### src/rtl/quad_pkg.sv
`default_nettype none
// ============================================================================
//  Module   : quad_pkg
//  Purpose  : Shared quadrature Gray-code constants, transition codes and the
//             transition classifier used by the quadrature decoder.
//  Revision : 1.0 - initial release
// ============================================================================
package quad_pkg;

    // Gray states listed as {A,B}; clockwise rotation walks S00->S01->S11->S10.
    localparam logic [1:0] S00 = 2'b00;
    localparam logic [1:0] S01 = 2'b01;
    localparam logic [1:0] S11 = 2'b11;
    localparam logic [1:0] S10 = 2'b10;

    typedef enum logic [1:0] {
        HOLD    = 2'd0,
        INC     = 2'd1,
        DEC     = 2'd2,
        ILLEGAL = 2'd3
    } trans_e;

    // Classify the move from the last accepted state to the current sample.
    // Any move other than a single clockwise/counter-clockwise neighbour step
    // means both channels changed together.
    function automatic trans_e gray_step(input logic [1:0] prev, input logic [1:0] cur);
        trans_e t;
        t = ILLEGAL;
        if (prev == cur) begin
            t = HOLD;
        end else begin
            case (prev)
                S00: t = (cur == S01) ? INC : ((cur == S10) ? DEC : ILLEGAL);
                S01: t = (cur == S11) ? INC : ((cur == S00) ? DEC : ILLEGAL);
                S11: t = (cur == S10) ? INC : ((cur == S01) ? DEC : ILLEGAL);
                S10: t = (cur == S00) ? INC : ((cur == S11) ? DEC : ILLEGAL);
            endcase
        end
        return t;
    endfunction

endpackage
`default_nettype wire

### src/rtl/quad_sat_counter.sv
`default_nettype none
// ============================================================================
//  Module   : quad_sat_counter
//  Purpose  : Up/down counter that saturates at POS_MIN/POS_MAX; holds the
//             cursor coordinate for one axis.
//  Revision : 1.0 - initial release
// ============================================================================
module quad_sat_counter #(
    parameter int POS_WIDTH = 10,
    parameter int POS_MIN   = 0,
    parameter int POS_MAX   = 639,
    parameter int POS_INIT  = 320
) (
    input  logic                 clk,
    input  logic                 reset,
    input  logic                 inc_i,
    input  logic                 dec_i,
    output logic [POS_WIDTH-1:0] position_o
);

    localparam logic [POS_WIDTH-1:0] c_pos_min  = POS_WIDTH'(POS_MIN);
    localparam logic [POS_WIDTH-1:0] c_pos_max  = POS_WIDTH'(POS_MAX);
    localparam logic [POS_WIDTH-1:0] c_pos_init = POS_WIDTH'(POS_INIT);
    localparam logic [POS_WIDTH-1:0] c_pos_one  = POS_WIDTH'(1);

    logic [POS_WIDTH-1:0] pos_q;
    logic [POS_WIDTH-1:0] pos_d;

    // Next position: bound is checked before stepping so the value never wraps.
    always_comb begin
        pos_d = pos_q;
        if (inc_i && (pos_q < c_pos_max)) begin
            pos_d = pos_q + c_pos_one;
        end else if (dec_i && (pos_q > c_pos_min)) begin
            pos_d = pos_q - c_pos_one;
        end
    end

    // Position register, reloaded with the centre value on reset.
    always_ff @(posedge clk) begin
        if (reset) begin
            pos_q <= c_pos_init;
        end else begin
            pos_q <= pos_d;
        end
    end

    assign position_o = pos_q;

endmodule
`default_nettype wire

### src/rtl/quad_decoder.sv
`default_nettype none
// ============================================================================
//  Module   : quad_decoder
//  Purpose  : Converts a debounced quadrature pair into detent step pulses,
//             a direction flag, an illegal-transition pulse and a saturating
//             cursor coordinate.
//  Revision : 1.0 - initial release
// ============================================================================
module quad_decoder
    import quad_pkg::*;
#(
    parameter int POS_WIDTH         = 10,
    parameter int POS_MIN           = 0,
    parameter int POS_MAX           = 639,
    parameter int POS_INIT          = 320,
    parameter int COUNTS_PER_DETENT = 4
) (
    input  logic                 clk,
    input  logic                 reset,
    input  logic                 Ain,
    input  logic                 Bin,
    output logic                 step,
    output logic                 dir,
    output logic [POS_WIDTH-1:0] position,
    output logic                 err
);

    localparam int SUB_W = $clog2(COUNTS_PER_DETENT) + 2;
    localparam logic signed [SUB_W-1:0] c_sub_top = SUB_W'(COUNTS_PER_DETENT - 1);
    localparam logic signed [SUB_W-1:0] c_sub_bot = -c_sub_top;
    localparam logic signed [SUB_W-1:0] c_sub_one = SUB_W'(1);

    logic [1:0]              ab_q;
    logic [1:0]              st_q;
    logic [1:0]              st_d;
    logic signed [SUB_W-1:0] sub_q;
    logic signed [SUB_W-1:0] sub_d;
    logic                    init_q;
    logic                    step_q;
    logic                    step_d;
    logic                    dir_q;
    logic                    dir_d;
    logic                    err_q;
    logic                    err_d;
    logic                    cnt_inc;
    logic                    cnt_dec;
    trans_e                  trans;

    assign trans = gray_step(st_q, ab_q);

    // Decode the sampled pair against the last accepted state. A detent is
    // recognised when the sub-count is one short of the limit and moves again.
    always_comb begin
        st_d    = st_q;
        sub_d   = sub_q;
        step_d  = 1'b0;
        dir_d   = dir_q;
        err_d   = 1'b0;
        cnt_inc = 1'b0;
        cnt_dec = 1'b0;
        if (init_q) begin
            // Adopt the resting state of the input pair as the reference; the
            // pair being captured on this edge is used so a non-zero rest is
            // never a move.
            st_d = {Ain, Bin};
        end else begin
            case (trans)
                HOLD: begin
                end
                INC: begin
                    st_d = ab_q;
                    if (sub_q == c_sub_top) begin
                        sub_d   = '0;
                        step_d  = 1'b1;
                        dir_d   = 1'b1;
                        cnt_inc = 1'b1;
                    end else begin
                        sub_d = sub_q + c_sub_one;
                    end
                end
                DEC: begin
                    st_d = ab_q;
                    if (sub_q == c_sub_bot) begin
                        sub_d   = '0;
                        step_d  = 1'b1;
                        dir_d   = 1'b0;
                        cnt_dec = 1'b1;
                    end else begin
                        sub_d = sub_q - c_sub_one;
                    end
                end
                ILLEGAL: begin
                    st_d  = ab_q;
                    sub_d = '0;
                    err_d = 1'b1;
                end
            endcase
        end
    end

    // Sample the pins every edge and commit decoder state and output pulses.
    always_ff @(posedge clk) begin
        if (reset) begin
            ab_q   <= S00;
            st_q   <= S00;
            sub_q  <= '0;
            init_q <= 1'b1;
            step_q <= 1'b0;
            dir_q  <= 1'b0;
            err_q  <= 1'b0;
        end else begin
            ab_q   <= {Ain, Bin};
            st_q   <= st_d;
            sub_q  <= sub_d;
            init_q <= 1'b0;
            step_q <= step_d;
            dir_q  <= dir_d;
            err_q  <= err_d;
        end
    end

    quad_sat_counter #(
        .POS_WIDTH (POS_WIDTH),
        .POS_MIN   (POS_MIN),
        .POS_MAX   (POS_MAX),
        .POS_INIT  (POS_INIT)
    ) u_pos (
        .clk        (clk),
        .reset      (reset),
        .inc_i      (cnt_inc),
        .dec_i      (cnt_dec),
        .position_o (position)
    );

    assign step = step_q;
    assign dir  = dir_q;
    assign err  = err_q;

endmodule
`default_nettype wire

### config.mk
export PLATFORM = sky130hd
export DESIGN_NAME = quad_decoder
export DESIGN_NICKNAME = d
export VERILOG_FILES = /design/src/rtl/quad_pkg.sv /design/src/rtl/quad_sat_counter.sv /design/src/rtl/quad_decoder.sv
export SDC_FILE = /design/constraint.sdc
export NUM_CORES = 1
export LEC_CHECK = 0
export CORE_UTILIZATION = 27
export DETAILED_ROUTE_END_ITERATION = 10
export GPL_ROUTABILITY_DRIVEN = 1
export PLACE_DENSITY = 0.5
export SETUP_SLACK_MARGIN = 0.05
export SYNTH_ARGS = -nofsm -noshare
export SYNTH_HDL_FRONTEND = slang
export SYNTH_SLANG_ARGS = --single-unit
### constraint.sdc
create_clock -name clk -period 5.2 [get_ports clk]
set_clock_uncertainty 0.2 [all_clocks]
set_input_delay 1.04 -clock clk [delete_from_list [all_inputs] [get_ports clk]]
set_output_delay 1.04 -clock clk [all_outputs]
set_load 0.02 [all_outputs]
==> metrics.md <==
| Metric | Value |
|---|---|
| Placed Area | `about 1700 sq um` |
| Setup Slack @ Placement | `1.84 ns` |
| Highest achievable clock rate | `295 MHz` |
| TritonCTS Buffers | `3` |
| Final layout net count | `218` |
| Max Fanout on Critical Path | `9` |
| Required time of the critical path | `5.18 ns` |
| Fraction of the cycle the final worst path needs | `65.1%` |
| Level count of the clock H-tree | `1` |
| Die area | `about 5900 sq um` |
| Status | `completed` |
| Vias per cell | `just under 5` |
| Number of cell rows | `26` |
| Relative slew slack | `just over 40%` |
| Fin worst setup slack | `~1.8 ns` |
| Source-to-sink clock delay at the later pin of the worst-skew pair | `0.27 ns` |
| Number of resized instances in the post-cts repair step | `0` |
| Cell internal power dissipation | `around 0.00030 W` |
| I/O pins | `17` |
| Worst endpoint data arrival time | `3.37 ns` |
| Cell breakdown of the critical path | `mux2i_1 -> o21ai_0 -> ha_1 -> and3b_1 -> nand2_1 -> ha_1 -> a21oi_1 -> mux2_2 -> o31a_1 -> nor3_1` |
| Standby leakage power | `0.667 nW` |
| Worst-path cell with the longest stage delay | `sky130_fd_sc_hd__ha_1` |
| Power consumption | `just over 0.0004 W` |
| Crit-path max cell delay | `about 0.45 ns` |
| Routed wire length | `3240 microns` |
| Number of hold violations in the final report | `0` |
| Ant diodes | `0` |
| Unrepaired setup endpoints after global routing | `no` |
| Total negative slack for setup checks | `0 ns` |
| Die Width | `approximately 77 microns` |
| Number of synthesized register bits | `22` |
| Maximum buffer depth of the clock tree | `2` |
| # Max-Cap Violations | `0` |
| Gpl congestion | `0.773` |
| Die Y | `about 77 microns` |
| Reported net switching power | `0.000100 W` |
| Ys async rst share | `0%` |
| Power per standard cell area | `222 nW/um^2` |
| Layout cell share with drive strength beyond 1 | `5.08%` |
| Initial core utilization | `28.9%` |
| Average footprint of a synthesized cell | `8.36 sq um` |
| Cell at the root of the clock tree | `sky130_fd_sc_hd__clkbuf_8` |
| Pin count of the biggest net entering global routing | `25` |
| Layout Cell Area excl Fill | `1820 sq um` |
| Sequential share of power | `45.3%` |
| Post-Synthesis Cell Area | `1520 sq um` |
| Number of buffers added on ports | `16` |
| Drt drc | `0` |
| Number of global-route vias before repair | `1,199` |
| Aggregate global routing overflow | `0` |
| Area leader, netlist | `sky130_fd_sc_hd__dfxtp_1` |
| Global-route wire length before repair | `5640 microns` |
| Worst Setup End Kind | `flop` |
| CTS Sinks | `22` |
| Sequential cell area fraction in the yosys report | `between 20 and 30%` |
| Post-cts hold buffer count | `0` |
| Most frequent cell on the critical path | `sky130_fd_sc_hd__ha_1` |
| Most common library cell in the layout ignoring fill and taps | `sky130_fd_sc_hd__dfxtp_1` |
| Floorplan core area | `5270 sq um` |
| Length of the first detailed-routing pass in iterations | `4` |
| Final number of setup-violating endpoints | `0` |
| Count of flip-flops with a built-in enable after synthesis | `0` |
| Fraction of power spent switching nets | `about a quarter` |
| Most used cells in the layout excluding fill and tap cells | `22 x sky130_fd_sc_hd__dfxtp_1, 21 x sky130_fd_sc_hd__a21oi_1, 16 x sky130_fd_sc_hd__nor2_1, 16 x sky130_fd_sc_hd__clkdlybuf4s50_1, 15 x sky130_fd_sc_hd__ha_1` |
| Combinational Power Share | `14.2%` |
| Yosys cell types | `45` |
| Transition time at the pin with the least slew margin | `0.881 ns` |
| Routed len/inst | `around 12 microns` |
| Antenna Violating Nets Remaining | `0` |
| Warning count from the yosys run | `0` |
| CTS clock-pin slew for the worst setup and hold paths | `0.09 ns` |
| Most common flop cell mapped by yosys | `sky130_fd_sc_hd__dfxtp_1` |
| Type of the worst min-delay path | `flop to flop` |
| Shortest period the worst path allows | `3.39 ns` |
| Category of the critical setup timing path | `flop to flop` |
| Top cell family by delay on the critical path | `compound AO/OA/AOI/OAI gates` |
| Total half-perimeter wirelength after legalization and detailed placement | `2430 microns` |
| Area Overhead vs Synth | `19.7%` |
| Tot GR Track Use | `a little under an eighth` |
| Max-slew violation count | `0` |
| Most area-consuming cells after synthesis | `sky130_fd_sc_hd__dfxtp_1 29%, sky130_fd_sc_hd__ha_1 12%, sky130_fd_sc_hd__a21oi_1 6.9%` |
| Area share of the largest cell type after synthesis | `28.9%` |
| Via total after detailed routing | `1,315` |
| Initial antenna violation count | `0` |
| Iter 0 DRT Violations | `56` |
| Synthesized netlist cell count | `182` |
| CTS tree | `yes` |
| Final core area utilization | `34.5%` |
| Nature of the critical path startpoint | `flop` |
| Nets in the synthesized netlist | `202` |
| Number of setup buffers added after CTS | `0` |
| Maximum resistive drop on vdd | `roughly 0.13 mV` |
| Part of the power in the clock network | `40.5%` |
| Bufs and invs on worst path | `0` |
## synth_stat cells, drive strengths merged, types with 2 or more instances
master	number
a211oi	4
xnor2	4
o21ai	9
inv	7
nor3	5
dfxtp	22
nand2	13
nand3	5
ha	15
nor2b	5
o22ai	3
nor2	16
a21o	3
o31a	2
a21oi	21
mux2i	4
nor3b	2
nand2b	4
nand4	4
clkbuf	4
o21a	5
or4	4
## through the flow
stage               std cells  hold slack, ns
detailed placement        263           0.282
global route              267           0.348
finish                    267           0.300
CTS                       267           0.300
floorplan                 182           0.318
global placement          263           0.286
## routing by layer
metal | vias up | part of all wire [%] | track usage (%)
met2 | 11 | 48 | 20.5
met3 | 2 | 2.3 | 2.50
met4 | 0 | 0.40 | 1.70
li1 | 698 | - | -
met5 | - | 0 | 0
met1 | 604 | 50 | 14.9
## cells by family after synthesis
kind of cell / Yosys count / share of synthesized area, %
buf+inv: 12 / 3.04
mux: 5 / 3.37
flops: 22 / 28.9
fa+ha+maj: 16 / 13.7
compound gates: 56 / 23.6
simple gates: 66 / 24.5
xor+xnor: 5 / 2.88
## registers in the layout, indices dropped and copies added (netlist names)
signal	flops
st_q	2
u_pos.position_o	10
err	1
dir	1
init_q	1
sub_q	4
step	1
ab_q	2
## worst reg2reg max path, cell delays in order (launching register included)
cell and delay, ns:
sky130_fd_sc_hd__dfxtp_1 0.44, sky130_fd_sc_hd__mux2i_1 0.10, sky130_fd_sc_hd__o21ai_0 0.32, sky130_fd_sc_hd__ha_1 0.25, sky130_fd_sc_hd__and3b_1 0.27, sky130_fd_sc_hd__nand2_1 0.26
sky130_fd_sc_hd__ha_1 0.45, sky130_fd_sc_hd__a21oi_1 0.27, sky130_fd_sc_hd__mux2_2 0.37, sky130_fd_sc_hd__o31a_1 0.27, sky130_fd_sc_hd__nor3_1 0.12
## power groups by stage
| stage | sequential (W) | combinational, W | clock (W) |
|---|---|---|---|
| 2_1_floorplan | 0.000185 | 0.0000454 | 0 |
| 3_3_place_gp | 0.000187 | 0.0000584 | 0 |
| 3_5_place_dp | 0.000187 | 0.0000578 | 0 |
| 4_1_cts | 0.000183 | 0.0000582 | 0.000171 |
| 5_1_grt | 0.000185 | 0.0000652 | 0.000180 |
| 6_report | 0.000183 | 0.0000575 | 0.000164 |
## worst paths after layout
path	cells past startpoint	startpoint	end	slack, ns
setup / recovery	10	st_q[0]	u_pos.position_o[7]	1.81
hold reg to reg	2	dir	dir	0.30
setup reg to reg	10	st_q[0]	u_pos.position_o[7]	1.81
hold / removal	2	dir	dir	0.30
## cell type report
type	count	area, sq um
Clock buffer	3	41.3
Clock inverter	1	30.0
Fill cell	583	3450
Inverter	7	26.3
Multi-Input combinational cell	148	1030
Sequential cell	22	440
Tap cell	70	87.6
Timing Repair Buffer	16	160
No activity file was read; power rests on OpenSTA's default activity.
